$ cat src/rtl/id_stage_pipe_if.sv
`default_nettype none
// ============================================================================
// Module   : id_stage_pipe_if
// Purpose  : Fetch, writeback and ID/EX handshake bundle for id_stage_pipe.
// Revision : 1.0
// ============================================================================
interface id_stage_pipe_if #(
   parameter int XLEN = 32
);
   logic            if_valid;
   logic [31:0]     if_instr;
   logic            id_ready;
   logic            flush;
   logic            wb_we;
   logic [4:0]      wb_rd;
   logic [XLEN-1:0] wb_data;
   logic            ex_ready;
   logic            ex_valid;
   logic [XLEN-1:0] ex_rs1_data;
   logic [XLEN-1:0] ex_rs2_data;
   logic [XLEN-1:0] ex_imm;
   logic [4:0]      ex_rs1;
   logic [4:0]      ex_rs2;
   logic [4:0]      ex_rd;
   logic [6:0]      ex_opcode;
   logic [2:0]      ex_fn3;
   logic            ex_fn7_5;
   logic            ex_branch;
   logic            ex_jump;
   logic            ex_mem_read;
   logic            ex_mem_write;
   logic            ex_alu_src;
   logic            ex_reg_write;
   logic [1:0]      ex_memtoreg;
   logic [2:0]      ex_aluop;
   logic            ex_illegal;

   modport master (
      output if_valid, if_instr, flush, wb_we, wb_rd, wb_data, ex_ready,
      input  id_ready, ex_valid, ex_rs1_data, ex_rs2_data, ex_imm,
             ex_rs1, ex_rs2, ex_rd, ex_opcode, ex_fn3, ex_fn7_5,
             ex_branch, ex_jump, ex_mem_read, ex_mem_write, ex_alu_src,
             ex_reg_write, ex_memtoreg, ex_aluop, ex_illegal
   );

   modport slave (
      input  if_valid, if_instr, flush, wb_we, wb_rd, wb_data, ex_ready,
      output id_ready, ex_valid, ex_rs1_data, ex_rs2_data, ex_imm,
             ex_rs1, ex_rs2, ex_rd, ex_opcode, ex_fn3, ex_fn7_5,
             ex_branch, ex_jump, ex_mem_read, ex_mem_write, ex_alu_src,
             ex_reg_write, ex_memtoreg, ex_aluop, ex_illegal
   );
endinterface
`default_nettype wire

$ cat src/rtl/id_stage_pipe.sv
`default_nettype none
// ============================================================================
// Module   : id_stage_pipe
// Purpose  : RV32I decode, NREGS x XLEN register file and ID/EX register with
//            load-use stall. Define ID_WB_BYPASS_EN for write-first capture.
// Revision : 1.0
// ============================================================================
module id_stage_pipe #(
   parameter int XLEN  = 32,
   parameter int NREGS = 32
) (
   input  wire logic      clk,
   input  wire logic      rst_n,
   id_stage_pipe_if.slave bus
);
   localparam int REG_AW = $clog2(NREGS);

   localparam logic [6:0] c_OP_LUI    = 7'b0110111;
   localparam logic [6:0] c_OP_AUIPC  = 7'b0010111;
   localparam logic [6:0] c_OP_JAL    = 7'b1101111;
   localparam logic [6:0] c_OP_JALR   = 7'b1100111;
   localparam logic [6:0] c_OP_BRANCH = 7'b1100011;
   localparam logic [6:0] c_OP_LOAD   = 7'b0000011;
   localparam logic [6:0] c_OP_STORE  = 7'b0100011;
   localparam logic [6:0] c_OP_IMM    = 7'b0010011;
   localparam logic [6:0] c_OP_OP     = 7'b0110011;

   typedef struct packed {
      logic       branch;
      logic       jump;
      logic       mem_read;
      logic       mem_write;
      logic       alu_src;
      logic       reg_write;
      logic [1:0] memtoreg;
      logic [2:0] aluop;
   } ctrl_t;

   logic [31:0]     w_instr;
   logic [6:0]      w_opcode;
   logic [4:0]      w_rd;
   logic [4:0]      w_rs1;
   logic [4:0]      w_rs2;
   logic [XLEN-1:0] w_imm_i;
   logic [XLEN-1:0] w_imm_s;
   logic [XLEN-1:0] w_imm_b;
   logic [XLEN-1:0] w_imm_u;
   logic [XLEN-1:0] w_imm_j;
   logic [XLEN-1:0] w_imm;
   ctrl_t           w_dec;
   ctrl_t           w_ctl;
   logic            w_known;
   logic            w_use_rs1;
   logic            w_use_rs2;
   logic            w_reg_oob;
   logic            w_wb_in_range;
   logic            w_wb_wr;
   logic            w_illegal;
   logic            w_hazard;
   logic            w_id_ready;
   logic            w_xfer;
   logic            w_bubble;
   logic [XLEN-1:0] w_rs1_rf;
   logic [XLEN-1:0] w_rs2_rf;
   logic [XLEN-1:0] w_rs1_data;
   logic [XLEN-1:0] w_rs2_data;

   logic [XLEN-1:0] r_rf [NREGS];
   logic            r_ex_valid;
   ctrl_t           r_ctl;
   logic            r_illegal;
   logic [XLEN-1:0] r_rs1_data;
   logic [XLEN-1:0] r_rs2_data;
   logic [XLEN-1:0] r_imm;
   logic [4:0]      r_rs1;
   logic [4:0]      r_rs2;
   logic [4:0]      r_rd;
   logic [6:0]      r_opcode;
   logic [2:0]      r_fn3;
   logic            r_fn7_5;

   assign w_instr  = bus.if_instr;
   assign w_opcode = w_instr[6:0];
   assign w_rd     = w_instr[11:7];
   assign w_rs1    = w_instr[19:15];
   assign w_rs2    = w_instr[24:20];

   assign w_imm_i = XLEN'($signed(w_instr[31:20]));
   assign w_imm_s = XLEN'($signed({w_instr[31:25], w_instr[11:7]}));
   assign w_imm_b = XLEN'($signed({w_instr[31], w_instr[7], w_instr[30:25], w_instr[11:8], 1'b0}));
   assign w_imm_u = XLEN'($signed({w_instr[31:12], 12'h000}));
   assign w_imm_j = XLEN'($signed({w_instr[31], w_instr[19:12], w_instr[20], w_instr[30:21], 1'b0}));

   always_comb begin
      w_dec     = '0;
      w_known   = 1'b1;
      w_use_rs1 = 1'b0;
      w_use_rs2 = 1'b0;
      w_imm     = '0;
      case (w_opcode)
         c_OP_LUI: begin
            w_dec.alu_src   = 1'b1;
            w_dec.reg_write = 1'b1;
            w_dec.aluop     = 3'b100;
            w_imm           = w_imm_u;
         end
         c_OP_AUIPC: begin
            w_dec.alu_src   = 1'b1;
            w_dec.reg_write = 1'b1;
            w_imm           = w_imm_u;
         end
         c_OP_JAL: begin
            w_dec.jump      = 1'b1;
            w_dec.reg_write = 1'b1;
            w_dec.memtoreg  = 2'b10;
            w_imm           = w_imm_j;
         end
         c_OP_JALR: begin
            w_dec.jump      = 1'b1;
            w_dec.alu_src   = 1'b1;
            w_dec.reg_write = 1'b1;
            w_dec.memtoreg  = 2'b10;
            w_use_rs1       = 1'b1;
            w_imm           = w_imm_i;
         end
         c_OP_BRANCH: begin
            w_dec.branch    = 1'b1;
            w_dec.aluop     = 3'b001;
            w_use_rs1       = 1'b1;
            w_use_rs2       = 1'b1;
            w_imm           = w_imm_b;
         end
         c_OP_LOAD: begin
            w_dec.mem_read  = 1'b1;
            w_dec.alu_src   = 1'b1;
            w_dec.reg_write = 1'b1;
            w_dec.memtoreg  = 2'b01;
            w_use_rs1       = 1'b1;
            w_imm           = w_imm_i;
         end
         c_OP_STORE: begin
            w_dec.mem_write = 1'b1;
            w_dec.alu_src   = 1'b1;
            w_use_rs1       = 1'b1;
            w_use_rs2       = 1'b1;
            w_imm           = w_imm_s;
         end
         c_OP_IMM: begin
            w_dec.alu_src   = 1'b1;
            w_dec.reg_write = 1'b1;
            w_dec.aluop     = 3'b011;
            w_use_rs1       = 1'b1;
            w_imm           = w_imm_i;
         end
         c_OP_OP: begin
            w_dec.reg_write = 1'b1;
            w_dec.aluop     = 3'b010;
            w_use_rs1       = 1'b1;
            w_use_rs2       = 1'b1;
         end
         default: w_known = 1'b0;
      endcase
   end

   // A 5-bit index can only exceed the file when NREGS is below 32 (RV32E)
   generate
      if (NREGS < 32) begin : g_reg_range
         assign w_reg_oob = (w_dec.reg_write && (w_rd  >= 5'(NREGS)))
                          || (w_use_rs1      && (w_rs1 >= 5'(NREGS)))
                          || (w_use_rs2      && (w_rs2 >= 5'(NREGS)));
         assign w_wb_in_range = (bus.wb_rd < 5'(NREGS));
      end else begin : g_reg_full
         assign w_reg_oob     = 1'b0;
         assign w_wb_in_range = 1'b1;
      end
   endgenerate

   assign w_illegal = !w_known || w_reg_oob;
   assign w_ctl     = w_illegal ? '0 : w_dec;
   assign w_wb_wr   = bus.wb_we && (bus.wb_rd != 5'd0) && w_wb_in_range;

   always_ff @(posedge clk or negedge rst_n) begin
      if (!rst_n) begin
         for (int i = 0; i < NREGS; i++) begin
            r_rf[i] <= '0;
         end
      end else if (w_wb_wr) begin
         r_rf[bus.wb_rd[REG_AW-1:0]] <= bus.wb_data;
      end
   end

   assign w_rs1_rf = (w_rs1 == 5'd0) ? '0 : r_rf[w_rs1[REG_AW-1:0]];
   assign w_rs2_rf = (w_rs2 == 5'd0) ? '0 : r_rf[w_rs2[REG_AW-1:0]];

`ifdef ID_WB_BYPASS_EN
   assign w_rs1_data = (bus.wb_we && (bus.wb_rd == w_rs1) && (w_rs1 != 5'd0)) ? bus.wb_data : w_rs1_rf;
   assign w_rs2_data = (bus.wb_we && (bus.wb_rd == w_rs2) && (w_rs2 != 5'd0)) ? bus.wb_data : w_rs2_rf;
`else
   assign w_rs1_data = w_rs1_rf;
   assign w_rs2_data = w_rs2_rf;
`endif

   assign w_hazard = r_ex_valid && r_ctl.mem_read && (r_rd != 5'd0)
                   && (((r_rd == w_rs1) && w_use_rs1) || ((r_rd == w_rs2) && w_use_rs2));

   assign w_id_ready = rst_n && !bus.flush && !w_hazard && (!r_ex_valid || bus.ex_ready);
   assign w_xfer     = bus.if_valid && w_id_ready;
   assign w_bubble   = bus.ex_ready && (w_hazard || !bus.if_valid);

   // Priority: flush, transfer, bubble, otherwise hold
   always_ff @(posedge clk or negedge rst_n) begin
      if (!rst_n) begin
         r_ex_valid <= 1'b0;
         r_ctl      <= '0;
         r_illegal  <= 1'b0;
         r_rs1_data <= '0;
         r_rs2_data <= '0;
         r_imm      <= '0;
         r_rs1      <= '0;
         r_rs2      <= '0;
         r_rd       <= '0;
         r_opcode   <= '0;
         r_fn3      <= '0;
         r_fn7_5    <= 1'b0;
      end else if (bus.flush) begin
         r_ex_valid <= 1'b0;
         r_ctl      <= '0;
         r_illegal  <= 1'b0;
      end else if (w_xfer) begin
         r_ex_valid <= 1'b1;
         r_ctl      <= w_ctl;
         r_illegal  <= w_illegal;
         r_rs1_data <= w_rs1_data;
         r_rs2_data <= w_rs2_data;
         r_imm      <= w_imm;
         r_rs1      <= w_rs1;
         r_rs2      <= w_rs2;
         r_rd       <= w_rd;
         r_opcode   <= w_opcode;
         r_fn3      <= w_instr[14:12];
         r_fn7_5    <= w_instr[30];
      end else if (w_bubble) begin
         r_ex_valid <= 1'b0;
         r_ctl      <= '0;
         r_illegal  <= 1'b0;
      end
   end

   assign bus.id_ready     = w_id_ready;
   assign bus.ex_valid     = r_ex_valid;
   assign bus.ex_rs1_data  = r_rs1_data;
   assign bus.ex_rs2_data  = r_rs2_data;
   assign bus.ex_imm       = r_imm;
   assign bus.ex_rs1       = r_rs1;
   assign bus.ex_rs2       = r_rs2;
   assign bus.ex_rd        = r_rd;
   assign bus.ex_opcode    = r_opcode;
   assign bus.ex_fn3       = r_fn3;
   assign bus.ex_fn7_5     = r_fn7_5;
   assign bus.ex_branch    = r_ctl.branch;
   assign bus.ex_jump      = r_ctl.jump;
   assign bus.ex_mem_read  = r_ctl.mem_read;
   assign bus.ex_mem_write = r_ctl.mem_write;
   assign bus.ex_alu_src   = r_ctl.alu_src;
   assign bus.ex_reg_write = r_ctl.reg_write;
   assign bus.ex_memtoreg  = r_ctl.memtoreg;
   assign bus.ex_aluop     = r_ctl.aluop;
   assign bus.ex_illegal   = r_illegal;
endmodule
`default_nettype wire
$ cat src/flat_wrapper.sv
// flat-port wrapper written by rule: the top's interface ports become plain ports
module id_stage_pipe_flat 
#(
   parameter int XLEN  = 32,
   parameter int NREGS = 32
)
  (clk, rst_n, bus_if_valid, bus_if_instr, bus_flush, bus_wb_we, bus_wb_rd, bus_wb_data, bus_ex_ready, bus_id_ready, bus_ex_valid, bus_ex_rs1_data, bus_ex_rs2_data, bus_ex_imm, bus_ex_rs1, bus_ex_rs2, bus_ex_rd, bus_ex_opcode, bus_ex_fn3, bus_ex_fn7_5, bus_ex_branch, bus_ex_jump, bus_ex_mem_read, bus_ex_mem_write, bus_ex_alu_src, bus_ex_reg_write, bus_ex_memtoreg, bus_ex_aluop, bus_ex_illegal);
  id_stage_pipe_if #(.XLEN(XLEN)) bus_i ();
  input  wire logic clk;
  input  wire logic rst_n;
  input wire logic [$bits(bus_i.if_valid)-1:0] bus_if_valid;
  input wire logic [$bits(bus_i.if_instr)-1:0] bus_if_instr;
  input wire logic [$bits(bus_i.flush)-1:0] bus_flush;
  input wire logic [$bits(bus_i.wb_we)-1:0] bus_wb_we;
  input wire logic [$bits(bus_i.wb_rd)-1:0] bus_wb_rd;
  input wire logic [$bits(bus_i.wb_data)-1:0] bus_wb_data;
  input wire logic [$bits(bus_i.ex_ready)-1:0] bus_ex_ready;
  output wire logic [$bits(bus_i.id_ready)-1:0] bus_id_ready;
  output wire logic [$bits(bus_i.ex_valid)-1:0] bus_ex_valid;
  output wire logic [$bits(bus_i.ex_rs1_data)-1:0] bus_ex_rs1_data;
  output wire logic [$bits(bus_i.ex_rs2_data)-1:0] bus_ex_rs2_data;
  output wire logic [$bits(bus_i.ex_imm)-1:0] bus_ex_imm;
  output wire logic [$bits(bus_i.ex_rs1)-1:0] bus_ex_rs1;
  output wire logic [$bits(bus_i.ex_rs2)-1:0] bus_ex_rs2;
  output wire logic [$bits(bus_i.ex_rd)-1:0] bus_ex_rd;
  output wire logic [$bits(bus_i.ex_opcode)-1:0] bus_ex_opcode;
  output wire logic [$bits(bus_i.ex_fn3)-1:0] bus_ex_fn3;
  output wire logic [$bits(bus_i.ex_fn7_5)-1:0] bus_ex_fn7_5;
  output wire logic [$bits(bus_i.ex_branch)-1:0] bus_ex_branch;
  output wire logic [$bits(bus_i.ex_jump)-1:0] bus_ex_jump;
  output wire logic [$bits(bus_i.ex_mem_read)-1:0] bus_ex_mem_read;
  output wire logic [$bits(bus_i.ex_mem_write)-1:0] bus_ex_mem_write;
  output wire logic [$bits(bus_i.ex_alu_src)-1:0] bus_ex_alu_src;
  output wire logic [$bits(bus_i.ex_reg_write)-1:0] bus_ex_reg_write;
  output wire logic [$bits(bus_i.ex_memtoreg)-1:0] bus_ex_memtoreg;
  output wire logic [$bits(bus_i.ex_aluop)-1:0] bus_ex_aluop;
  output wire logic [$bits(bus_i.ex_illegal)-1:0] bus_ex_illegal;
  assign bus_i.if_valid = bus_if_valid;
  assign bus_i.if_instr = bus_if_instr;
  assign bus_i.flush = bus_flush;
  assign bus_i.wb_we = bus_wb_we;
  assign bus_i.wb_rd = bus_wb_rd;
  assign bus_i.wb_data = bus_wb_data;
  assign bus_i.ex_ready = bus_ex_ready;
  assign bus_id_ready = bus_i.id_ready;
  assign bus_ex_valid = bus_i.ex_valid;
  assign bus_ex_rs1_data = bus_i.ex_rs1_data;
  assign bus_ex_rs2_data = bus_i.ex_rs2_data;
  assign bus_ex_imm = bus_i.ex_imm;
  assign bus_ex_rs1 = bus_i.ex_rs1;
  assign bus_ex_rs2 = bus_i.ex_rs2;
  assign bus_ex_rd = bus_i.ex_rd;
  assign bus_ex_opcode = bus_i.ex_opcode;
  assign bus_ex_fn3 = bus_i.ex_fn3;
  assign bus_ex_fn7_5 = bus_i.ex_fn7_5;
  assign bus_ex_branch = bus_i.ex_branch;
  assign bus_ex_jump = bus_i.ex_jump;
  assign bus_ex_mem_read = bus_i.ex_mem_read;
  assign bus_ex_mem_write = bus_i.ex_mem_write;
  assign bus_ex_alu_src = bus_i.ex_alu_src;
  assign bus_ex_reg_write = bus_i.ex_reg_write;
  assign bus_ex_memtoreg = bus_i.ex_memtoreg;
  assign bus_ex_aluop = bus_i.ex_aluop;
  assign bus_ex_illegal = bus_i.ex_illegal;
  id_stage_pipe #(.XLEN(XLEN), .NREGS(NREGS)) u_core (.clk(clk), .rst_n(rst_n), .bus(bus_i));
endmodule
$ cat config.mk
export PLATFORM = sky130hd
export DESIGN_NAME = id_stage_pipe_flat
export DESIGN_NICKNAME = d
export VERILOG_FILES = /design/src/rtl/id_stage_pipe_if.sv /design/src/rtl/id_stage_pipe.sv /design/src/flat_wrapper.sv
export SDC_FILE = /design/constraint.sdc
export NUM_CORES = 2
export LEC_CHECK = 0
export BUFFER_PORTS_ARGS = -buffer_cell sky130_fd_sc_hd__buf_4
export CAP_MARGIN = 20
export CELL_PAD_IN_SITES_DETAIL_PLACEMENT = 1
export CELL_PAD_IN_SITES_GLOBAL_PLACEMENT = 2
export CORE_MARGIN = 2
export CORE_UTILIZATION = 41
export CTS_BUF_LIST = sky130_fd_sc_hd__clkbuf_8
export DETAILED_ROUTE_END_ITERATION = 10
export PLACE_DENSITY_LB_ADDON = 0.1
export SLEW_MARGIN = 15
export SYNTH_ARGS = -nofsm -noshare
export SYNTH_HDL_FRONTEND = slang
export SYNTH_SLANG_ARGS = --single-unit
$ cat constraint.sdc
create_clock -name clk -period 7.28 [get_ports clk]
set_clock_uncertainty 0.15 [all_clocks]
set_input_delay 1.092 -clock clk [delete_from_list [all_inputs] [get_ports clk]]
set_output_delay 1.092 -clock clk [all_outputs]
set_load 0.005 [all_outputs]
==> After elaboration in Yosys (flattened, before gate mapping) <==
Index checks and enable logic that the tools add are counted.
{ "totals": {"ff_bits": 1159, "input_bits": 75, "wordCells": 136} }
{ "classes": {"magnitude_cmp": 4, "eq_ne": 11, "muxes": 32, "bitwise": 4, "n_reduce_logical": 34} }
{ "ops": {"columns": ["cell", "count"], "rows": [
  ["1024-bit bitwise mux", 1],
  ["32-bit binary-select mux with 5-bit select", 2],
  ["32-bit 2-to-1 mux", 7],
  ["32-bit demux with 5-bit select", 1],
  ["32-bit case mux with 5 select lines", 1],
  ["11-bit 2-to-1 mux", 4],
  ["7-bit by 6-bit == test with 1-bit output, second input constant", 3],
  ["7-bit == test, second input constant", 3],
  ["6-bit >= comparator, second input constant", 3],
  ["5-bit inverter with 6-bit output", 3],
  ["7-bit by 5-bit == test with 1-bit output, second input constant", 2],
  ["1-bit 2-to-1 mux", 14],
  ["1-bit logical AND", 12],
  ["3-bit case mux with 4 select lines", 1],
  ["6-bit OR reduction", 2],
  ["5-bit == test", 2],
  ["5-bit logical NOT", 2],
  ["5-bit nonzero test", 2],
  ["9-bit OR reduction", 1],
  ["7-bit by 2-bit == test with 1-bit output, second input constant", 1],
  ["7-bit OR reduction", 1],
  ["6-bit by 1-bit less-than comparator with 1-bit output, second input constant", 1],
  ["3-bit OR reduction", 2],
  ["1-bit logical NOT", 5],
  ["6 further kinds", 9]
]} }

==> Depth between registers and ports, before layout <==
{ "logic_depth": {"ltp_word": 12, "ltp_mapped": 10} }

==> Least setup slack after synthesis <==
No wires, ideal clock.
{ "synth_timing": {"path_kind": "input-to-output", "start": "input port bus_if_instr[21]", "end": "output port bus_id_ready", "t_arrival_ns": 2.295, "required_ns": 6.038, "setup_slack_ns": 3.743, "cell_stages": 6, "path_buffers": 1, "cell_sequence": "clkbuf_1 > xnor2_1 > nand4_1 > nor4_4 > o21ai_2 > and2_1"} }
{ "synth_between": {"elab_chain_len": 7} }
{ "synth_rtl": {"columns": ["item", "line_no", "rtl"], "rows": [
  ["start: declaration", "flat_wrapper.sv:12", "input wire logic [$bits(bus_i.if_instr)-1:0] bus_if_instr;"],
  ["5-bit == test", "id_stage_pipe.sv:204", "&& (((r_rd == w_rs1) && w_use_rs1) || ((r_rd == w_rs2) && w_use_rs2));"],
  ["1-bit logical AND", "id_stage_pipe.sv:204", null],
  ["1-bit logical OR", "id_stage_pipe.sv:204", null],
  ["1-bit logical AND", "id_stage_pipe.sv:204", null],
  ["1-bit logical NOT", "id_stage_pipe.sv:206", "assign w_id_ready = rst_n && !bus.flush && !w_hazard && (!r_ex_valid || bus.ex_ready);"],
  ["1-bit logical AND (2 in a row)", "id_stage_pipe.sv:206", null],
  ["end: declaration", "flat_wrapper.sv:18", "output wire logic [$bits(bus_i.id_ready)-1:0] bus_id_ready;"]
]} }
No other way between the ends.

==> Worst setup path in the final report <==
Ends and elaborated chain as after synthesis.

==> results.py <==
metrics = {
    "finish": {
        "final_nets": 4269,
        "final_layout_size_suffix_gt1_share_pct": 49.3,
        "fin_area_um2": 68400,
        "area_delta_synth_final_pct": 12.0,
    },
    "logic_synthesis": {
        "yosysWarnings": 0,
        "synthXorXnorAreaFrac_pct": 0.143,
        "ys_ff_latch": 1159,
        "ys.flop_type": "dfrtp_1",
        "netlist.area_leader.share_pct": 47.5,
        "ys_seq_area_share_pct": 47.5,
        "synth_area_leader_cell": "dfrtp_1",
        "syn_nets": 4214,
        "synth_area_per_cell_um2": 14.8,
        "synthSimpleGateAreaFrac_pct": 1.52,
        "synth_common_cells": "dfrtp_1 (1,159), mux2_2 (1,016), mux4_2 (474)",
        "ys_top_cells_by_area": "dfrtp_1 (47%), mux2_2 (19%), mux4_2 (17%)",
        "syn_area_um2": 61100,
        "yosysUniqueCellTypes": 64,
        "synth_mux_area_share_pct": 41.9,
        "syn_inst": 4139,
        "synth_most_common_cell": "dfrtp_1",
        "synth_edf_count": 0,
        "synthAdderAreaFrac_pct": 0,
        "synth_top_family_by_area": "multiplexers",
        "synth-compound-area-share_pct": 5.52,
        "async_flop_share_pct": 100,
    },
    "timing": {
        "fmax_mhz": 238,
        "maxSlewHeadroom_pct": 21.7,
        "worst_pin_slew_ns": 1.17,
        "rsz0062_at_grt": "no",
        "finalHoldViolations": 0,
        "fin_tns_setup_ns": 0,
        "final-setup-viol-count": 0,
        "fin_crit_sh_pct": 57.7,
        "slew_viol_final": 0,
        "fin_crit_ns": 4.20,
    },
    "placed_design": {
        "place_congestion": 0.786,
        "placed_cell_area_um2": 64300,
        "dp_hpwl_um": 130000,
        "portBuffers": 210,
    },
    "critical_path": {
        "crit_type": "input port to output pin",
        "cp_max_fo": 71,
        "cp_num_buf_inv": 2,
        "max_stage_delay_ns": 0.58,
        "end_kind": "output pin",
        "crit_required_ns": 6.04,
        "arrival_ns": 2.96,
        "crit_path_top_delay_cell": "buf_8",
        "crit_chain": "buf_8 > xnor2_1 > nand4_1 > nor4_4 > o21ai_2 > and2_1 > buf_4",
        "cp_top_family": "simple AND/OR/NAND/NOR gates",
        "start_kind": "input port",
    },
    "pwr": {
        "internal_power_mw": 13.2,
        "p_clk_share_pct": 33.1,
        "pwr-share-seq_pct": 46.4,
        "max-vdd-ir-drop_mv": 0.159,
        "switching_share_pct": 29.3,
        "powerDensity_nw_per_um2": 274,
        "p_switching_mw": 5.50,
        "leakagePower_nw": 30.2,
        "pwr-share-comb_pct": 20.6,
    },
    "die": {
        "die-width_um": 390,
        "die_area_um2": 152000,
        "std_cell_rows": 141,
        "start_util_pct": 41.3,
        "die_h_um": 390,
        "num_io_pins": 211,
        "core_area_um2": 148000,
    },
    "detailed_routing": {
        "viasPerCell": 6.41,
        "drt-initial-drc-count": 3014,
        "postRouteAntennaNets": 0,
        "via_count": 40263,
        "first_pass_iters": 5,
        "drc": 0,
        "post_drt_wl_per_cell_um": 36.4,
        "wl_um": 228000,
    },
    "cts": {
        "root_buffer": "clkbuf_8",
        "post_cts_buffers": 0,
        "htree_num_levels": 4,
        "clock-sinks": 1159,
        "ctsHoldBuffers": 1,
        "cts_buffers": 209,
        "cts_buffer_depth": 3,
        "cts.repair.resized": 0,
        "path_clk_slew_ns": 0.05,
        "insertion_delay_ns": 0.92,
        "cts_tree": "done",
    },
    "global_route": {
        "gr-total-overflow": 0,
        "first_global_vias": 42243,
        "grt_use_total_pct": 30.2,
        "grt_max_degree": 140,
        "grt_first_pass_wirelength_um": 327000,
        "antenna_found_initial": 21,
    },
    "hold_path": {
        "worstHoldPathType": "flop to flop",
    },
    "job": {
        "maxCapViolations": 0,
    },
    "status": {
        "outcome": "finished, final reports clean",
    },
}
## final timing paths
| kind | endpoint | depth (start not counted) | slack, ns | startpoint |
|---|---|---|---|---|
| max | bus_id_ready | 7 | 3.08 | bus_if_instr[21] |
| min | u_core.r_rf[1015] | 0 | 0.24 | u_core.r_rf[1015] |
| max reg2reg | u_core.bus.ex_rs2[1] | 7 | 3.82 | u_core.bus.ex_rd[1] |
| min reg2reg | u_core.r_rf[1015] | 0 | 0.24 | u_core.r_rf[1015] |
| max in group asynchronous | u_core.r_rf[770] | 5 | 3.68 | rst_n |
| min in group asynchronous | u_core.bus.ex_imm[24] | 2 | 0.60 | rst_n |
## state kept, by name (all words and copies together) (netlist names), 3 cells and up
| signal | count |
|---|---|
| u_core.r_rf | 1024 |
| u_core.bus.ex_rs1_data | 32 |
| u_core.bus.ex_opcode | 7 |
| u_core.bus.ex_rs1 | 5 |
| u_core.bus.ex_rd | 5 |
| u_core.bus.ex_aluop | 3 |
| u_core.bus.ex_rs2_data | 32 |
| u_core.bus.ex_fn3 | 3 |
| u_core.bus.ex_rs2 | 5 |
| u_core.bus.ex_imm | 32 |
## routing by layer
layer	vias to the layer above	track usage [%]	part of all wire [%]
met2	1250	49.5	48
met1	22427	41.5	43
met4	8	8.67	2.7
met3	389	4.76	5.3
met5	-	0	0.026
li1	16189	-	-
## placed cells by master, fill, tap and decap left out, drive strengths merged, types with 4 or more instances in the layout
| cell | count |
|---|---|
| dfrtp | 1159 |
| mux2i | 338 |
| nor3 | 7 |
| o21ai | 77 |
| o221ai | 39 |
| diode | 5 |
| nor2 | 52 |
| o22ai | 9 |
| buf | 305 |
| a32o | 36 |
| nand2 | 52 |
| a221oi | 13 |
| mux4 | 474 |
| o31ai | 22 |
| a2111oi | 4 |
| clkbuf | 271 |
| a22o | 75 |
| mux2 | 1025 |
| nand4 | 6 |
| a21oi | 56 |
| a22oi | 105 |
| nor2b | 12 |
| xnor2 | 8 |
| o211ai | 7 |
| clkinv | 17 |
| nor3b | 5 |
| and2 | 6 |
| nand3 | 28 |
| inv | 97 |
## layout make-up
class / count / area (µm²)
Timing Repair Buffer: 306 / 2450
Tap cell: 1930 / 2410
Multi-Input combinational cell: 2495 / 30300
Fill cell: 14472 / 79400
Clock buffer: 271 / 3730
Antenna cell: 5 / 12.5
Inverter: 23 / 88.8
Sequential cell: 1159 / 29000
Clock inverter: 94 / 413
## stage by stage
stage               instances  setup WS (ns)  hold WS (ns)  total power [mW]  utilization [%]
floorplan                4139           3.74         0.288              11.2                -
global placement         5911           2.55         0.226              12.5             43.5
detailed placement       5912           2.50         0.233              12.7             43.5
CTS                      6278           3.06         0.178              18.9             46.3
global route             6281           2.94         0.215              19.6             46.3
finish                   6283           3.08         0.244              18.8             46.3
## kinds of logic (layout without fill, tap and decap cells)
family / after synthesis / count (layout)
simple gates: 190 / 190
mux: 1837 / 1837
other cells: 0 / 5
flops: 1159 / 1159
xor+xnor: 10 / 10
compound gates: 458 / 458
buf+inv: 485 / 694
## power by group through the flow
stage / clock network [mW] / registers, mW / logic [mW]
2_1_floorplan: 0 / 8.35 / 2.81
3_3_place_gp: 0 / 8.70 / 3.81
3_5_place_dp: 0 / 8.77 / 3.88
4_1_cts: 6.36 / 8.66 / 3.90
5_1_grt: 6.62 / 8.84 / 4.14
6_report: 6.20 / 8.69 / 3.86
Power figures use the tool's default switching activity.
